File: config.mk
export PLATFORM = sky130hd
export DESIGN_NAME = i2c_txn_arbiter
export DESIGN_NICKNAME = d
export VERILOG_FILES = /design/src/rtl/i2c_arb_pkg.sv /design/src/rtl/i2c_rr_picker.sv /design/src/rtl/i2c_txn_arbiter.sv
export SDC_FILE = /design/constraint.sdc
export NUM_CORES = 1
export LEC_CHECK = 0
export ABC_CLOCK_PERIOD_IN_PS = 5900
export CAP_MARGIN = 20
export CORE_ASPECT_RATIO = 0.7
export CORE_MARGIN = 1.5
export CORE_UTILIZATION = 40
export DETAILED_ROUTE_END_ITERATION = 7
export PLACE_DENSITY = 0.76
export SLEW_MARGIN = 10
export SYNTH_ARGS = -nofsm -noshare
export SYNTH_HDL_FRONTEND = slang
export SYNTH_SLANG_ARGS = --single-unit
File: constraint.sdc
create_clock -name clk -period 5.9 [get_ports clk]
set_clock_uncertainty 0.05 [all_clocks]
set_input_delay 0.59 -clock clk [delete_from_list [all_inputs] [get_ports clk]]
set_output_delay 0.59 -clock clk [all_outputs]
set_load 0.02 [all_outputs]
File: src/rtl/i2c_arb_pkg.sv
// Shared types for the I2C transaction arbiter.
// Optional strict priority for requester 0 via I2C_ARB_PRIO0_EN.
package i2c_arb_pkg;

    localparam int DEV_W  = 7;
    localparam int BYTE_W = 8;

    typedef enum logic [1:0] {
        IDLE,
        GRANT,
        WAIT,
        RESP
    } state_t;

    typedef struct packed {
        logic              rw;
        logic [DEV_W-1:0]  dev;
        logic [BYTE_W-1:0] addr;
        logic [BYTE_W-1:0] wdata;
    } cmd_t;

endpackage

File: src/rtl/i2c_rr_picker.sv
// Combinational round-robin selector: first set request bit
// at or after ptr, wrapping around.
module i2c_rr_picker #(
    parameter int N_REQ = 3,
    parameter int IDX_W = 2
) (
    input  logic [N_REQ-1:0] req,
    input  logic [IDX_W-1:0] ptr,
    output logic [IDX_W-1:0] idx,
    output logic             any
);

    int unsigned j;

    // Walk offsets from farthest to nearest so the nearest hit wins.
    always_comb begin
        idx = '0;
        any = 1'b0;
        j   = 0;
        for (int i = N_REQ - 1; i >= 0; i--) begin
            j = (int'(ptr) + i) % N_REQ;
            if (req[j]) begin
                idx = IDX_W'(j);
                any = 1'b1;
            end
        end
    end

endmodule

File: src/rtl/i2c_txn_arbiter.sv
// Round-robin arbiter sharing one byte-level I2C master, with watchdog.
// Define I2C_ARB_PRIO0_EN to give requester 0 strict priority.
module i2c_txn_arbiter
    import i2c_arb_pkg::*;
#(
    parameter int N_REQ          = 3,
    parameter int TIMEOUT_CYCLES = 4096,
    parameter int CNT_W          = 13
) (
    input  logic                 clk,
    input  logic                 rst,
    input  logic [N_REQ-1:0]     req_valid,
    input  logic [N_REQ-1:0]     req_rw,
    input  logic [7*N_REQ-1:0]   req_dev,
    input  logic [8*N_REQ-1:0]   req_reg,
    input  logic [8*N_REQ-1:0]   req_wdata,
    output logic [N_REQ-1:0]     req_ready,
    output logic [N_REQ-1:0]     rsp_valid,
    output logic [7:0]           rsp_rdata,
    output logic                 rsp_nack,
    output logic                 rsp_timeout,
    output logic                 m_start,
    output logic                 m_rw,
    output logic [6:0]           m_dev,
    output logic [7:0]           m_reg,
    output logic [7:0]           m_wdata,
    output logic                 m_abort,
    input  logic                 m_done,
    input  logic                 m_nack,
    input  logic [7:0]           m_rdata,
    output logic                 busy
);

    localparam int IDX_W = $clog2(N_REQ);
    localparam logic [CNT_W-1:0] WD_LIMIT = CNT_W'(TIMEOUT_CYCLES - 1);
    localparam logic [IDX_W-1:0] LAST = IDX_W'(N_REQ - 1);

    state_t            state_q, state_d;
    logic [IDX_W-1:0]  owner_q, owner_d;
    logic [IDX_W-1:0]  rr_ptr_q, rr_ptr_d;
    logic [CNT_W-1:0]  wd_q, wd_d;
    cmd_t              cmd_q, cmd_d;
    logic [BYTE_W-1:0] rdata_q, rdata_d;
    logic              nack_q, nack_d;
    logic              timeout_q, timeout_d;

    logic [IDX_W-1:0]  pick_idx;
    logic              pick_any;
    logic [IDX_W-1:0]  sel_idx;

    i2c_rr_picker #(
        .N_REQ (N_REQ),
        .IDX_W (IDX_W)
    ) u_picker (
        .req (req_valid),
        .ptr (rr_ptr_q),
        .idx (pick_idx),
        .any (pick_any)
    );

`ifdef I2C_ARB_PRIO0_EN
    assign sel_idx = req_valid[0] ? '0 : pick_idx;
`else
    assign sel_idx = pick_idx;
`endif

    always_comb begin
        state_d   = state_q;
        owner_d   = owner_q;
        rr_ptr_d  = rr_ptr_q;
        wd_d      = wd_q;
        cmd_d     = cmd_q;
        rdata_d   = rdata_q;
        nack_d    = nack_q;
        timeout_d = timeout_q;
        req_ready = '0;
        rsp_valid = '0;
        m_start   = 1'b0;
        m_abort   = 1'b0;
        unique case (state_q)
            IDLE: begin
                if (pick_any) begin
                    cmd_d.rw    = req_rw[sel_idx];
                    cmd_d.dev   = req_dev[int'(sel_idx)*DEV_W +: DEV_W];
                    cmd_d.addr  = req_reg[int'(sel_idx)*BYTE_W +: BYTE_W];
                    cmd_d.wdata = req_wdata[int'(sel_idx)*BYTE_W +: BYTE_W];
                    owner_d     = sel_idx;
                    state_d     = GRANT;
                end
            end
            GRANT: begin
                req_ready[owner_q] = 1'b1;
                m_start            = 1'b1;
                wd_d               = '0;
`ifdef I2C_ARB_PRIO0_EN
                if (owner_q != '0) begin
                    rr_ptr_d = (owner_q == LAST) ? '0 : owner_q + IDX_W'(1);
                end
`else
                rr_ptr_d = (owner_q == LAST) ? '0 : owner_q + IDX_W'(1);
`endif
                state_d = WAIT;
            end
            WAIT: begin
                wd_d = wd_q + CNT_W'(1);
                // A completion in the expiry cycle beats the abort.
                if (m_done) begin
                    rdata_d   = m_rdata;
                    nack_d    = m_nack;
                    timeout_d = 1'b0;
                    state_d   = RESP;
                end else if (wd_q == WD_LIMIT) begin
                    m_abort   = 1'b1;
                    rdata_d   = '0;
                    nack_d    = 1'b0;
                    timeout_d = 1'b1;
                    state_d   = RESP;
                end
            end
            RESP: begin
                rsp_valid[owner_q] = 1'b1;
                state_d            = IDLE;
            end
            default: state_d = IDLE;
        endcase
    end

    always_ff @(posedge clk or posedge rst) begin
        if (rst) begin
            state_q   <= IDLE;
            owner_q   <= '0;
            rr_ptr_q  <= '0;
            wd_q      <= '0;
            cmd_q     <= '0;
            rdata_q   <= '0;
            nack_q    <= 1'b0;
            timeout_q <= 1'b0;
        end else begin
            state_q   <= state_d;
            owner_q   <= owner_d;
            rr_ptr_q  <= rr_ptr_d;
            wd_q      <= wd_d;
            cmd_q     <= cmd_d;
            rdata_q   <= rdata_d;
            nack_q    <= nack_d;
            timeout_q <= timeout_d;
        end
    end

    assign m_rw        = cmd_q.rw;
    assign m_dev       = cmd_q.dev;
    assign m_reg       = cmd_q.addr;
    assign m_wdata     = cmd_q.wdata;
    assign rsp_rdata   = rdata_q;
    assign rsp_nack    = nack_q;
    assign rsp_timeout = timeout_q;
    assign busy        = (state_q != IDLE);

endmodule

---- Yosys cells after proc, flatten, opt, wreduce, memory -nomap -nowiden ----
Cells that the tools add are included.
Widths: inputs -> output; s select.
storage, ports and cells
  register bits ........................... 53
  bits of input ports ..................... 87
  output and inout port bits .............. 43
cells by class
  $add $sub $neg .......................... 4
  multiply operators ...................... 1
  divide/modulo/power cells ............... 3
  $lt $le $gt $ge ......................... 6
  equality and inequality tests ........... 7
  shift operators ......................... 3
  mux-type cells .......................... 34
  reduce and logical (&&, ||, !) cells .... 8
operator list
  kind                   number
  $lt 32x3->1 const B    3
  $mod 32x3->32 const B  2
  $shiftx 24x6->8        2
  $mod 3x3->32 const B   1
  $pmux 13 s2            1
  $shiftx 21x6->7        1
  $mux 1                 16
  $mux 8                 2
  $mux 2                 7
  $add 13x1->13 const B  1
  $eq 13x12->1 const B   1
  $bmux 1 s2             4
  $pmux 2 s4             1
  $eq 2x2->1 const B     3
  $lt 2x3->1 const B     2
  $mux 3                 2
  $reduce_and 2->1       3
  $reduce_bool 2->1      3
  $mul 2x3->5 const B    1
  $add 2x1->3 const B    1
  $add 2x2->3 const B    1
  $ne 3x3->1 const B     1
  $add 2x1->2 const B    1
  $demux 1 s2            1
  5 further kinds        5

---- Longest topological paths before layout ----
  depth after elaboration ................. 9
  gate-level depth with buffers ........... 10

---- By module ----
Synthesis repeated with hierarchy kept, for this count alone.
second synthesis, totals
  cells, all modules ...................... 323
  area, all modules ....................... 2977.9 um^2
modules (own cells, without submodules)
  module           times used  cells an instance  area each (um^2)  seq. area each (um^2)
  i2c_txn_arbiter  1           294                2755.1            1326.3
  i2c_rr_picker    1           29                 222.7             0.0

---- Worst setup path after synthesis ----
OpenSTA, ideal clock, no wires.
  path kind ............................... register to register
  start ................................... register rr_ptr_q[0]
  end ..................................... register cmd_q, in the netlist m_reg[4]
  setup time .............................. 0.127 ns
  arrival ................................. 2.021 ns
  setup slack ............................. 3.702 ns
  stages on the path, launching flop included .. 10
  cells stage by stage .................... dfrtp_1 -> inv_1 -> ha_1 -> nor2b_1 -> a32oi_1 -> a41o_1 -> buf_6 -> nand2b_4 -> buf_6 -> o21ai_1
between the ends
  longest elaborated chain between the ends .. 8
ends and longest elaborated chain
  what                                                        RTL line                RTL
  from (decl)                                                 i2c_txn_arbiter.sv:40   logic [IDX_W-1:0] rr_ptr_q, rr_ptr_d;
  from (signal assigned)                                      i2c_txn_arbiter.sv:141  rr_ptr_q <= rr_ptr_d;
  $add 2x2->3                                                 i2c_rr_picker.sv:21     j = (int'(ptr) + i) % N_REQ;
  $mod 32x3->32                                               i2c_rr_picker.sv:21
  $bmux 1 s2                                                  i2c_rr_picker.sv:22     if (req[j]) begin
  $mux 1 (not written as such)                                i2c_rr_picker.sv:22
  $mux 2 / $mux 1 (equally long branches) (3 in series)       i2c_rr_picker.sv:22
  $shiftx 24x6->8 / $reduce_and 2->1 (equally long branches)  -
  to (signal assigned)                                        i2c_txn_arbiter.sv:143  cmd_q <= cmd_d;
  to (decl)                                                   i2c_txn_arbiter.sv:42   cmd_t cmd_q, cmd_d;
Several ways; a longest one is shown, not always the timed one. The select of a mux whose other input is x is not followed.
A chain may end at the register's enable or synchronous reset.

---- Worst setup path in the final report ----
  start ................................... register wd_q[3]
  end ..................................... output m_abort
between the ends
  longest elaborated chain between the ends .. 4
ends and longest elaborated chain
  what                    RTL line                RTL
  from (decl)             i2c_txn_arbiter.sv:41   logic [CNT_W-1:0] wd_q, wd_d;
  from (signal assigned)  i2c_txn_arbiter.sv:142  wd_q <= wd_d;
  $eq 13x12->1            i2c_txn_arbiter.sv:112  end else if (wd_q == WD_LIMIT) begin
  $mux 1                  i2c_txn_arbiter.sv:112
  $mux 1                  i2c_txn_arbiter.sv:107  if (m_done) begin
  $mux 1                  i2c_txn_arbiter.sv:80   unique case (state_q)
  to (decl)               i2c_txn_arbiter.sv:27   output logic m_abort,
No other way between the ends.

==> results.sh <==
export IMPL_postPlaceCellArea_mm2=0.00434
export IMPL_start_util_pct=41.5
export IMPL_gr_usage_met2_pct=29.7
export IMPL_cts_path_max_buffers=2
export IMPL_crit_type="flip-flop to output port"
export IMPL_fin_crit_sh_pct=54.9
export IMPL_gp_congestion=0.824
export IMPL_grt_pass1_wl_mm=12.7
export IMPL_ys_warn_count=0
export IMPL_first_pass_iters=4
export IMPL_worstPathArrival_ns=2.60
export IMPL_holdCritPathClass="flip-flop to flip-flop"
export IMPL_slowest_stage="clkdlybuf4s50_1"
export IMPL_endpoint_kind="output port"
export IMPL_hold_buffers=0
export IMPL_cts_resized=0
export IMPL_slowest_delay_ns=0.62
export IMPL_hold_viol_final=0
export IMPL_drt_total_wl_mm=7.85
export IMPL_ir_worst_vdd_mv=0.203
export IMPL_use_met1_pct=26.7
export IMPL_clock_fmax_mhz=309
export IMPL_yosys_register_bits=53
export IMPL_netlist_instances=309
export IMPL_syn_nets=404
export IMPL_path_buf_inv=1
export IMPL_dr_first_iter_drc_count=129
export IMPL_hpwl_mm=5.96
export IMPL_largest_register_ff_count=13
export IMPL_htree_levels=2
export IMPL_clkLatencyLatePin_ns=0.30
export IMPL_grtUsageMet3_pct=4.99
export IMPL_clkTransAtPathRegs_ns=0.10
export IMPL_synthFlopType="dfrtp_1"
export IMPL_status="finished clean"
export IMPL_async_reset_ff_share_pct=100
export IMPL_final_nets=527
export IMPL_design_portCount=130
export IMPL_die_h_um=75.9
export IMPL_io_buffers=129
export IMPL_fin_crit_ns=3.24
export IMPL_worstMarginPinSlew_ns=0.969
export IMPL_grt_pass1_vias=2625
export IMPL_grt_usage_pct=19.2
export IMPL_tritoncts="built"
export IMPL_mostFrequentLayoutCells="clkdlybuf4s50_1, dfrtp_1, nand2_1, mux2i_1, nor2_1"
export IMPL_die_area_mm2=0.00814
export IMPL_vias_per_cell=5.23
export IMPL_max_cap_viol_count=0
export IMPL_overflow=0
export IMPL_design_area_mm2=0.00445
export IMPL_area_delta_synth_final_pct=46.4
export IMPL_grt_busiest_layer="met2"
export IMPL_wire_per_inst_um=14.8
export IMPL_power_density_mw_per_mm2=476
export IMPL_drv_slew=0
export IMPL_antenna_found_initial=0
export IMPL_num_rows=26
export IMPL_required_ns=5.26
export IMPL_synth_edff_count=0
export IMPL_path_cells="nand4_1, nor4_1, nand2_1, nor2_1, clkdlybuf4s50_1"
export IMPL_rsz0062_at_grt="false"
export IMPL_clock_sinks=53
export IMPL_die_width_um=107
export IMPL_clockRootBuffer="clkbuf_8"
export IMPL_ant_nets=0
export IMPL_cp_start_kind="flip-flop"
export IMPL_setup_viol=0
export IMPL_syn_cell_area_mm2=0.00304
export IMPL_post_cts_buffers=0
export IMPL_syn_area_per_cell_um2=9.84
export IMPL_drive_gt1_share_pct=7.41
export IMPL_mostFrequentLayoutCell="clkdlybuf4s50_1"
export IMPL_diodes=0
export IMPL_drc=0
export IMPL_yosys_cell_types_count=52
export IMPL_finalHoldWorstSlack_ns=0.444
export IMPL_core_region_area_mm2=0.00732
export IMPL_crit_fanout=10
export IMPL_yosysSeqAreaShare_pct=43.6
export IMPL_max_flop_register="wd_q"
export IMPL_vias=2773
export IMPL_grt_max_degree=54
export IMPL_critical_path_top_delay_family="simple AND/OR/NAND/NOR gates"
export IMPL_p_total_uw=2120
export IMPL_cts_made_buffers=5
export IMPL_relSlewSlack_pct=35.4
export IMPL_leakage_uw=0.00192
export IMPL_tns_ns=0
## tightest hold or removal path: stages (launching register included)
cell     delay, ns
dfrtp_1       0.35
nand2_1       0.05
o31ai_1       0.06
## cell type report
class                      count  area, µm²
inverter                      17       63.8
fill                         643       2870
sequential                    53       1330
multi-input combinational    223       1520
tap                           98        123
clock buffer                   5       68.8
clock inverter                 2       16.3
timing repair buffer         132       1330
## synth_stat cells (all sizes together) (5+ instances only)
| cell | instances | area, µm² |
|---|---|---|
| inv | 17 | 63.8 |
| nand2b | 5 | 38.8 |
| dfrtp | 53 | 1330 |
| o31ai | 7 | 52.6 |
| clkbuf | 6 | 36.3 |
| nand3 | 15 | 75.1 |
| ha | 8 | 100 |
| o22ai | 5 | 31.3 |
| a221oi | 5 | 43.8 |
| nand2 | 33 | 124 |
| nor2 | 19 | 71.3 |
| buf | 10 | 96.4 |
| a21oi | 9 | 45.0 |
| mux2i | 21 | 210 |
| o21ai | 23 | 149 |
| and2 | 7 | 43.8 |
| a22oi | 18 | 140 |
## routing by layer
metal	share of wire, %	vias up
li1	-	1354
met1	46	1314
met2	46	99
met3	7.1	6
met4	1.3	0
met5	0	-
## final timing paths
kind / cells after the start / from / endpoint / slack [ns]
max in group asynchronous: 3 / rst / wd_q[8]$_DFFE_PP0P_ / 4.62
hold / removal: 2 / m_wdata[1]$_DFFE_PP0P_ / m_wdata[1]$_DFFE_PP0P_ / 0.44
setup reg to reg: 8 / rr_ptr_q[0]$_DFFE_PP0P_ / m_dev[3]$_DFFE_PP0P_ / 2.88
hold reg to reg: 2 / m_wdata[1]$_DFFE_PP0P_ / m_wdata[1]$_DFFE_PP0P_ / 0.44
setup / recovery: 5 / wd_q[3]$_DFFE_PP0P_ / m_abort / 2.66
min in group asynchronous: 3 / rst / rsp_rdata[1]$_DFFE_PP0P_ / 0.74
## through the flow
step / instances / utilization [%] / setup WS, ns
2_1_floorplan: 309 / - / 3.70
6_report: 530 / 60.8 / 2.66
3_3_place_gp: 522 / 59.2 / 2.70
5_1_grt: 530 / 60.8 / 2.51
4_1_cts: 529 / 60.4 / 2.67
3_5_place_dp: 522 / 59.2 / 2.61
## cell families after synthesis
| kind of cell | after synthesis | share of synthesized area, % |
|---|---|---|
| AND/OR/NAND/NOR | 103 | 16.8 |
| AO/OA/AOI/OAI | 81 | 19.7 |
| adder cells (fa/ha/maj) | 8 | 3.29 |
| buffers and inverters | 33 | 6.46 |
| multiplexers | 24 | 8.03 |
| XOR/XNOR | 7 | 2.02 |
| flip-flops | 53 | 43.6 |
## power by group
part           total, µW  internal (µW)  switching [µW]  leakage (µW)
combinational       1320            605             715       0.00120
clock                203           82.2             121     0.0000402
sequential           594            505            89.1      0.000676
Power figures use the tool's default switching activity.
